<file path="config.mk">
export PLATFORM = sky130hd
export DESIGN_NAME = vga_timing_generator
export DESIGN_NICKNAME = d
export VERILOG_FILES = /design/src/rtl/vga_timing_generator.sv
export SDC_FILE = /design/constraint.sdc
export NUM_CORES = 1
export LEC_CHECK = 0
export ABC_AREA = 1
export CAP_MARGIN = 30
export CORE_ASPECT_RATIO = 1.2
export CORE_UTILIZATION = 41
export DETAILED_ROUTE_END_ITERATION = 8
export PLACE_DENSITY = 0.77
export SYNTH_ARGS = -nofsm -noshare
export SYNTH_HDL_FRONTEND = slang
export SYNTH_SLANG_ARGS = --single-unit
</file>
<file path="constraint.sdc">
create_clock -name CLOCK -period 1.3 [get_ports CLOCK]
set_clock_uncertainty 0.05 [all_clocks]
set_input_delay 0.39 -clock CLOCK [delete_from_list [all_inputs] [get_ports CLOCK]]
set_output_delay 0.39 -clock CLOCK [all_outputs]
set_load 0.005 [all_outputs]
</file>
<file path="src/rtl/vga_timing_generator.sv">
// VGA raster timing: free-running X/Y counters, sync/blank generation delayed to line up with the pixel stage.
// Optional `VGA_FRAME_COUNTER_EN adds an 8-bit FrameCount output that counts FrameStart pulses.
module vga_timing_generator #(
    parameter int H_VISIBLE    = 640,
    parameter int H_FRONT      = 16,
    parameter int H_SYNC       = 96,
    parameter int H_BACK       = 48,
    parameter int V_VISIBLE    = 480,
    parameter int V_FRONT      = 10,
    parameter int V_SYNC       = 2,
    parameter int V_BACK       = 33,
    parameter int CNTR_WIDTH_H = 10,
    parameter int CNTR_WIDTH_V = 10,
    parameter int PIPE_DELAY   = 1,
    parameter int R_WIDTH      = 8,
    parameter int G_WIDTH      = 8,
    parameter int B_WIDTH      = 8
) (
    input  logic                                 CLOCK,
    input  logic                                 RESET_N,
    input  logic [R_WIDTH+G_WIDTH+B_WIDTH-1:0]   RGB_In,
    output logic [CNTR_WIDTH_H-1:0]              CounterX,
    output logic [CNTR_WIDTH_V-1:0]              CounterY,
    output logic [R_WIDTH-1:0]                   VGA_R,
    output logic [G_WIDTH-1:0]                   VGA_G,
    output logic [B_WIDTH-1:0]                   VGA_B,
    output logic                                 VGA_HS,
    output logic                                 VGA_VS,
    output logic                                 VGA_BLANK_N,
    output logic                                 VGA_SYNC_N,
    output logic                                 FrameStart
`ifdef VGA_FRAME_COUNTER_EN
    ,
    output logic [7:0]                           FrameCount
`endif
);

    localparam int H_TOTAL = H_VISIBLE + H_FRONT + H_SYNC + H_BACK;
    localparam int V_TOTAL = V_VISIBLE + V_FRONT + V_SYNC + V_BACK;
    localparam int STAGES  = PIPE_DELAY + 1;
    localparam int RGB_W   = R_WIDTH + G_WIDTH + B_WIDTH;

    localparam logic [CNTR_WIDTH_H-1:0] H_LAST      = CNTR_WIDTH_H'(H_TOTAL - 1);
    localparam logic [CNTR_WIDTH_H-1:0] H_VIS_END   = CNTR_WIDTH_H'(H_VISIBLE);
    localparam logic [CNTR_WIDTH_H-1:0] H_SYNC_BEG  = CNTR_WIDTH_H'(H_VISIBLE + H_FRONT);
    localparam logic [CNTR_WIDTH_H-1:0] H_SYNC_END  = CNTR_WIDTH_H'(H_VISIBLE + H_FRONT + H_SYNC);
    localparam logic [CNTR_WIDTH_V-1:0] V_LAST      = CNTR_WIDTH_V'(V_TOTAL - 1);
    localparam logic [CNTR_WIDTH_V-1:0] V_VIS_END   = CNTR_WIDTH_V'(V_VISIBLE);
    localparam logic [CNTR_WIDTH_V-1:0] V_SYNC_BEG  = CNTR_WIDTH_V'(V_VISIBLE + V_FRONT);
    localparam logic [CNTR_WIDTH_V-1:0] V_SYNC_END  = CNTR_WIDTH_V'(V_VISIBLE + V_FRONT + V_SYNC);

    // Delay-stage word is {hsync, vsync, active}; idle means syncs released and blanked.
    localparam logic [2:0] PIPE_IDLE = 3'b110;

    logic [CNTR_WIDTH_H-1:0] x_q, x_d;
    logic [CNTR_WIDTH_V-1:0] y_q, y_d;
    logic                    run_q, run_d;
    logic [2:0]              pipe_q [STAGES];
    logic [2:0]              pipe_d [STAGES];
    logic [RGB_W-1:0]        rgb_q, rgb_d;
    logic                    raw_hs, raw_vs, raw_act;
    logic                    frame_start;

    // run_q holds the counters at (0,0) for the first clock after reset so FrameStart is seen there.
    assign frame_start = run_q && (x_q == '0) && (y_q == '0);

    always_comb begin
        x_d   = x_q;
        y_d   = y_q;
        run_d = 1'b1;
        if (run_q) begin
            if (x_q == H_LAST) begin
                x_d = '0;
                y_d = (y_q == V_LAST) ? '0 : y_q + CNTR_WIDTH_V'(1);
            end else begin
                x_d = x_q + CNTR_WIDTH_H'(1);
            end
        end

        raw_hs  = !(run_q && (x_q >= H_SYNC_BEG) && (x_q < H_SYNC_END));
        raw_vs  = !(run_q && (y_q >= V_SYNC_BEG) && (y_q < V_SYNC_END));
        raw_act = run_q && (x_q < H_VIS_END) && (y_q < V_VIS_END);

        pipe_d[0] = {raw_hs, raw_vs, raw_act};
        for (int i = 1; i < STAGES; i++) begin
            pipe_d[i] = pipe_q[i-1];
        end
        rgb_d = RGB_In;
    end

    always_ff @(posedge CLOCK) begin
        if (!RESET_N) begin
            x_q   <= '0;
            y_q   <= '0;
            run_q <= 1'b0;
            rgb_q <= '0;
            for (int i = 0; i < STAGES; i++) begin
                pipe_q[i] <= PIPE_IDLE;
            end
        end else begin
            x_q   <= x_d;
            y_q   <= y_d;
            run_q <= run_d;
            rgb_q <= rgb_d;
            for (int i = 0; i < STAGES; i++) begin
                pipe_q[i] <= pipe_d[i];
            end
        end
    end

`ifdef VGA_FRAME_COUNTER_EN
    logic [7:0] fc_q, fc_d;

    always_comb begin
        fc_d = fc_q;
        if (frame_start) begin
            fc_d = fc_q + 8'd1;
        end
    end

    always_ff @(posedge CLOCK) begin
        if (!RESET_N) begin
            fc_q <= '0;
        end else begin
            fc_q <= fc_d;
        end
    end

    assign FrameCount = fc_q;
`endif

    assign CounterX    = x_q;
    assign CounterY    = y_q;
    assign FrameStart  = frame_start;
    assign VGA_HS      = pipe_q[STAGES-1][2];
    assign VGA_VS      = pipe_q[STAGES-1][1];
    assign VGA_BLANK_N = pipe_q[STAGES-1][0];
    assign VGA_SYNC_N  = 1'b0;
    assign VGA_R       = VGA_BLANK_N ? rgb_q[RGB_W-1 -: R_WIDTH]           : '0;
    assign VGA_G       = VGA_BLANK_N ? rgb_q[G_WIDTH+B_WIDTH-1 -: G_WIDTH] : '0;
    assign VGA_B       = VGA_BLANK_N ? rgb_q[B_WIDTH-1:0]                  : '0;

endmodule

</file>
## Word-level counts from Yosys, hierarchy flattened

Memories as Yosys holds them, arrays and structs flattened.
Cells that the tools add are included.

- Register bits after elaboration: 45
- Memory bits (writable): 6
- Input bits: 26
- Output and inout bits: 49
- Word-level logic and storage cells: 39
- Memories kept: 1

Memory list:

| name | words | bits a word | read ports | clocked after memory_dff | wr ports | line | source |
|---|---|---|---|---|---|---|---|
| pipe_q | 2 | 3 | 2 | 0 | 2 | 58 | `logic [2:0] pipe_q [STAGES];` |

- Add/sub/neg operators: 2
- $lt $le $gt $ge: 6
- Equality and inequality tests: 2
- Multiplexer cells: 9
- Bitwise gates (word level): 2
- Reductions and logical operators: 13

Operator list:

| cell | number |
|---|---|
| $mux W8 | 3 |
| $add A10 B1 Y10 const B | 2 |
| $eq A10 B10 Y1 const B | 2 |
| $logic_not A10 Y1 | 2 |
| $lt A10 B10 Y1 const B | 2 |
| $lt A10 B9 Y1 const B | 2 |
| $mux W10 | 2 |
| $ge A10 B10 Y1 const B | 1 |
| $ge A10 B9 Y1 const B | 1 |
| $logic_and A1 B1 Y1 | 8 |
| $mux W3 | 2 |
| $logic_not A1 Y1 | 2 |
| $mux W1 | 2 |
| $or A1 B1 Y1 | 2 |
| $reduce_and A2 Y1 | 1 |

## Longest topological paths before layout

- Word-level depth: 5
- Mapped depth: 10
- Gate-level depth less buffers: 9

## Least setup slack after synthesis

OpenSTA, ideal clock, no wires.

- Path type: reg-to-output
- From: register run_q
- To: output port FrameStart
- Arrival time: 1.015 ns
- Required time: 0.860 ns
- Slack: -0.155 ns
- Cell stages (with the launch flop): 7
- Path buffers: 1
- Cell sequence: dfxtp_1 buf_4 inv_2 or2_1 nor3_1 nand4_1 nor2_1

- Longest elaborated chain between the ends: 2

Ends and longest elaborated chain:

| element | line | source |
|---|---|---|
| from (decl) | 57 | `logic run_q, run_d;` |
| from (signal assigned) | 103 | `run_q <= run_d;` |
| $logic_and A1 B1 Y1 (2 in a row) | 65 | `assign frame_start = run_q && (x_q == '0) && (y_q == '0);` |
| to (decl) | 31 | `output logic FrameStart` |

Every way passes these cells.

## Worst setup path after layout

- From: register y_q[1] (netlist: CounterY[1])
- To: output port FrameStart

- Longest elaborated chain between the ends: 2

Ends and longest elaborated chain:

| element | line | source |
|---|---|---|
| from (decl) | 56 | `logic [CNTR_WIDTH_V-1:0] y_q, y_d;` |
| from (signal assigned) | 102 | `y_q <= y_d;` |
| $logic_not A10 Y1 | 65 |  |
| $logic_and A1 B1 Y1 | 65 |  |

Every way passes these cells.

==> results.sh <==
export IMPL_outcome="complete, but fails checks"
export IMPL_violations="negative setup slack"
export IMPL_max_freq_mhz=524.9
export IMPL_syn_area_mm2=0.002293
export IMPL_endpoint_kind="output port"
export IMPL_wl_um=8168
export IMPL_cts_root_buf="clkbuf_8"
export IMPL_tns_ps=-11430
export IMPL_cts_buffers_inserted=5
export IMPL_post_dp_cell_area_mm2=0.003435
export IMPL_final_fill_count=324
export IMPL_dpl_hpwl_um=4260
export IMPL_drc=0
export IMPL_crit_type="register to output port"
export IMPL_grt_use_total_pct=22.32
export IMPL_final_area_mm2=0.004270
export IMPL_synthCells=335
export IMPL_num_antenna_cells=0
export IMPL_grt_pass1_vias=2339
export IMPL_p_total_mw=3.195
export IMPL_pin_count=75
export IMPL_cts_max_level=2
export IMPL_synth_nets=366
export IMPL_cts_buffer_depth=2
export IMPL_yosysWarnings=0
export IMPL_required_ps=860
export IMPL_vias=2752
export IMPL_avgRoutedWirePerCell_um=15.01
export IMPL_critPathArrivalTime_ps=1470
export IMPL_overflow=0
export IMPL_finalWorstSetupSlack_ps=-605.2
export IMPL_reg2reg_slack_ps=-300
export IMPL_portBuffers=73
export IMPL_syn2layout_area_growth_pct=86.20
export IMPL_design_die_area_mm2=0.005898
export IMPL_ys_flop_type="dfxtp_1"
export IMPL_crit_path_start_kind="register"
export IMPL_worstRegToRegCells=13
export IMPL_synthTopCellsByArea="dfxtp_1, nand2_1, inv_1, nor2_1, ha_1"
export IMPL_swShare_pct=23.35
export IMPL_async_flop_share_pct=0
export IMPL_post_route_util_pct=80.06
export IMPL_p_per_area_mw_per_mm2=748.3
export IMPL_dieHeight_um=83.93
export IMPL_power_switching_mw=0.7463
export IMPL_hold_path_endpoint="pipe_q[0][3]"
export IMPL_dp_slack_ps=-687.8
export IMPL_grt_pass1_wl_um=10510
export IMPL_viasPerCell=5.059
export IMPL_setup_violations=64
export IMPL_cap_violations=0
export IMPL_rsz0062_at_grt="true"
export IMPL_synth_edf_count=0
export IMPL_core_area_mm2=0.005334
export IMPL_initial_core_util_pct=43.00
export IMPL_yosys_register_bits=51
export IMPL_synth_area_per_cell_um2=6.846
export IMPL_clock_sinks=51
export IMPL_power_leakage_nw=2.417
export IMPL_clock_latency_ps=310
export IMPL_finalMaxSlewViolations=0
export IMPL_ir_worst_vdd_mv=0.5725
export IMPL_ant_nets=0
export IMPL_p_comb_share_pct=12.2
export IMPL_rows=29
export IMPL_drive_above_1_share_pct=52.70
export IMPL_pwr_share_clk_pct=36.2
export IMPL_path_clk_slew_ps=90
export IMPL_fin_crit_sh_pct=146.6
export IMPL_hold_viol_final=0
export IMPL_tritoncts="done"
export IMPL_path_max_fanout=2
export IMPL_post_synth_top_area_cell="dfxtp_1"
export IMPL_reg2reg_to="CounterY[2]"
export IMPL_grt_max_degree=26
export IMPL_die_width_um=70.28
export IMPL_p_int_mw=2.449
export IMPL_r2r_start="CounterX[2]"
export IMPL_nets=512
export IMPL_drtIter0Drc=139
export IMPL_hold_class="register to register"
export IMPL_period_minus_slack_ps=1905
export IMPL_gp_congestion=0.8746
export IMPL_antenna_found_initial=0
export IMPL_synth_top_area_share_pct=44.52
export IMPL_first_pass_iters=5
export IMPL_whs_path_depth=2
export IMPL_min_from="pipe_q[0][0]"
export IMPL_p_seq_share_pct=51.6
export IMPL_seq_area_frac_synth_pct=44.52
export IMPL_synth_cell_types=32
cells by family after synthesis:
logic type | count (synthesis) | share of synthesized area, %
other | 1 | 0.1635
AO/OA/AOI/OAI | 14 | 3.710
AND/OR/NAND/NOR | 171 | 32.24
flip-flops | 51 | 44.52
buffers and inverters | 91 | 15.88
adder cells (fa/ha/maj) | 5 | 2.728
XOR/XNOR | 2 | 0.7639
power groups by stage:
| stage | Sequential (mW) | Clock (mW) | Combinational, mW |
|---|---|---|---|
| 6_report | 1.65 | 1.16 | 0.388 |
| 5_1_grt | 1.65 | 1.25 | 0.420 |
| 4_1_cts | 1.63 | 1.17 | 0.295 |
| 3_5_place_dp | 1.66 | 0 | 0.289 |
| 3_3_place_gp | 1.66 | 0 | 0.285 |
| 2_1_floorplan | 1.67 | 0 | 0.107 |
what timing repair did:
item | 4_1_cts | 5_1_grt
hold buffers | 0 | 0
buffers inserted | 11 | 22
endpoints found under the setup margin | 66 | 72
gates resized for setup | 223 | 158
gates cloned | 0 | 3
pin swaps | 7 | 19
metal layers:
metal	share of wire, %	GRT usage, %
met1	36	25.38
met2	52	39.05
met3	7.5	5.193
met4	5.1	10.00
met5	0	0
sequential cells by signal (all words and copies together), names as in the netlist:
signal    cells
run_q         1
rgb_q        24
CounterX     10
CounterY     10
pipe_q        6
critical path: stages, from the launching register on:
cell	delay (ps)
dfxtp_2	340
inv_2	80
ha_4	150
nand3_2	90
nor4_2	180
nand2_1	100
nor2_2	90
buf_2	110
layout by cell type, fill, tap and decap left out, types with 3 or more instances in the layout:
master,count
nor3_2,3
clkdlybuf4s50_1,24
nand3_2,6
dfxtp_1,29
clkbuf_2,4
nor2_4,3
inv_1,49
dfxtp_2,20
nand4_1,7
inv_2,32
a21oi_1,6
nand3_1,5
buf_4,42
nand2_4,20
buf_6,58
nand2_2,14
nor2_1,28
buf_2,12
nor3_4,3
nor2_2,8
nand2_1,62
clkbuf_8,6
buf_12,3
per-stage QoR:
| stage | hold slack [ps] | std cells |
|---|---|---|
| 6_report | 354.8 | 544 |
| 5_1_grt | 380.3 | 544 |
| 3_5_place_dp | 347.6 | 508 |
| 3_3_place_gp | 341.7 | 508 |
| 2_1_floorplan | 340.5 | 335 |
| 4_1_cts | 358.2 | 525 |
worst max-delay path by stage:
stage	start	to	slack [ps]	depth (start not counted)
after global placement	CounterY[0]	FrameStart	-640	7
after global routing	CounterY[1]	FrameStart	-680	7
final	CounterY[1]	FrameStart	-610	7
after floorplan	run_q	FrameStart	-150	6
after detailed placement	CounterY[0]	FrameStart	-690	7
after CTS	CounterY[1]	FrameStart	-640	7
cells in the mapped netlist, types with 2 or more instances:
cell type and count:
a21oi_1 7, buf_2 3, buf_4 3, clkbuf_1 2
dfxtp_1 51, ha_1 5, inv_1 78, inv_2 4
nand2_1 95, nand2_2 2, nand3_1 9, nand3_2 2
nand4_1 7, nor2_1 36, nor2_2 2, nor3_1 8
nor4_1 3, o21ai_1 2, or2_2 2, xor2_1 2
area by class of cell:
type | count | area [µm²] | share of cell area, %
timing repair buffer | 148 | 1436 | 33.64
multi-input combinational | 193 | 1275 | 29.86
sequential | 51 | 1054 | 24.67
inverter | 82 | 310.3 | 7.266
clock buffer | 6 | 82.58 | 1.934
tap | 62 | 77.57 | 1.817
clock inverter | 2 | 35.03 | 0.8204
Power figures use the tool's default switching activity.
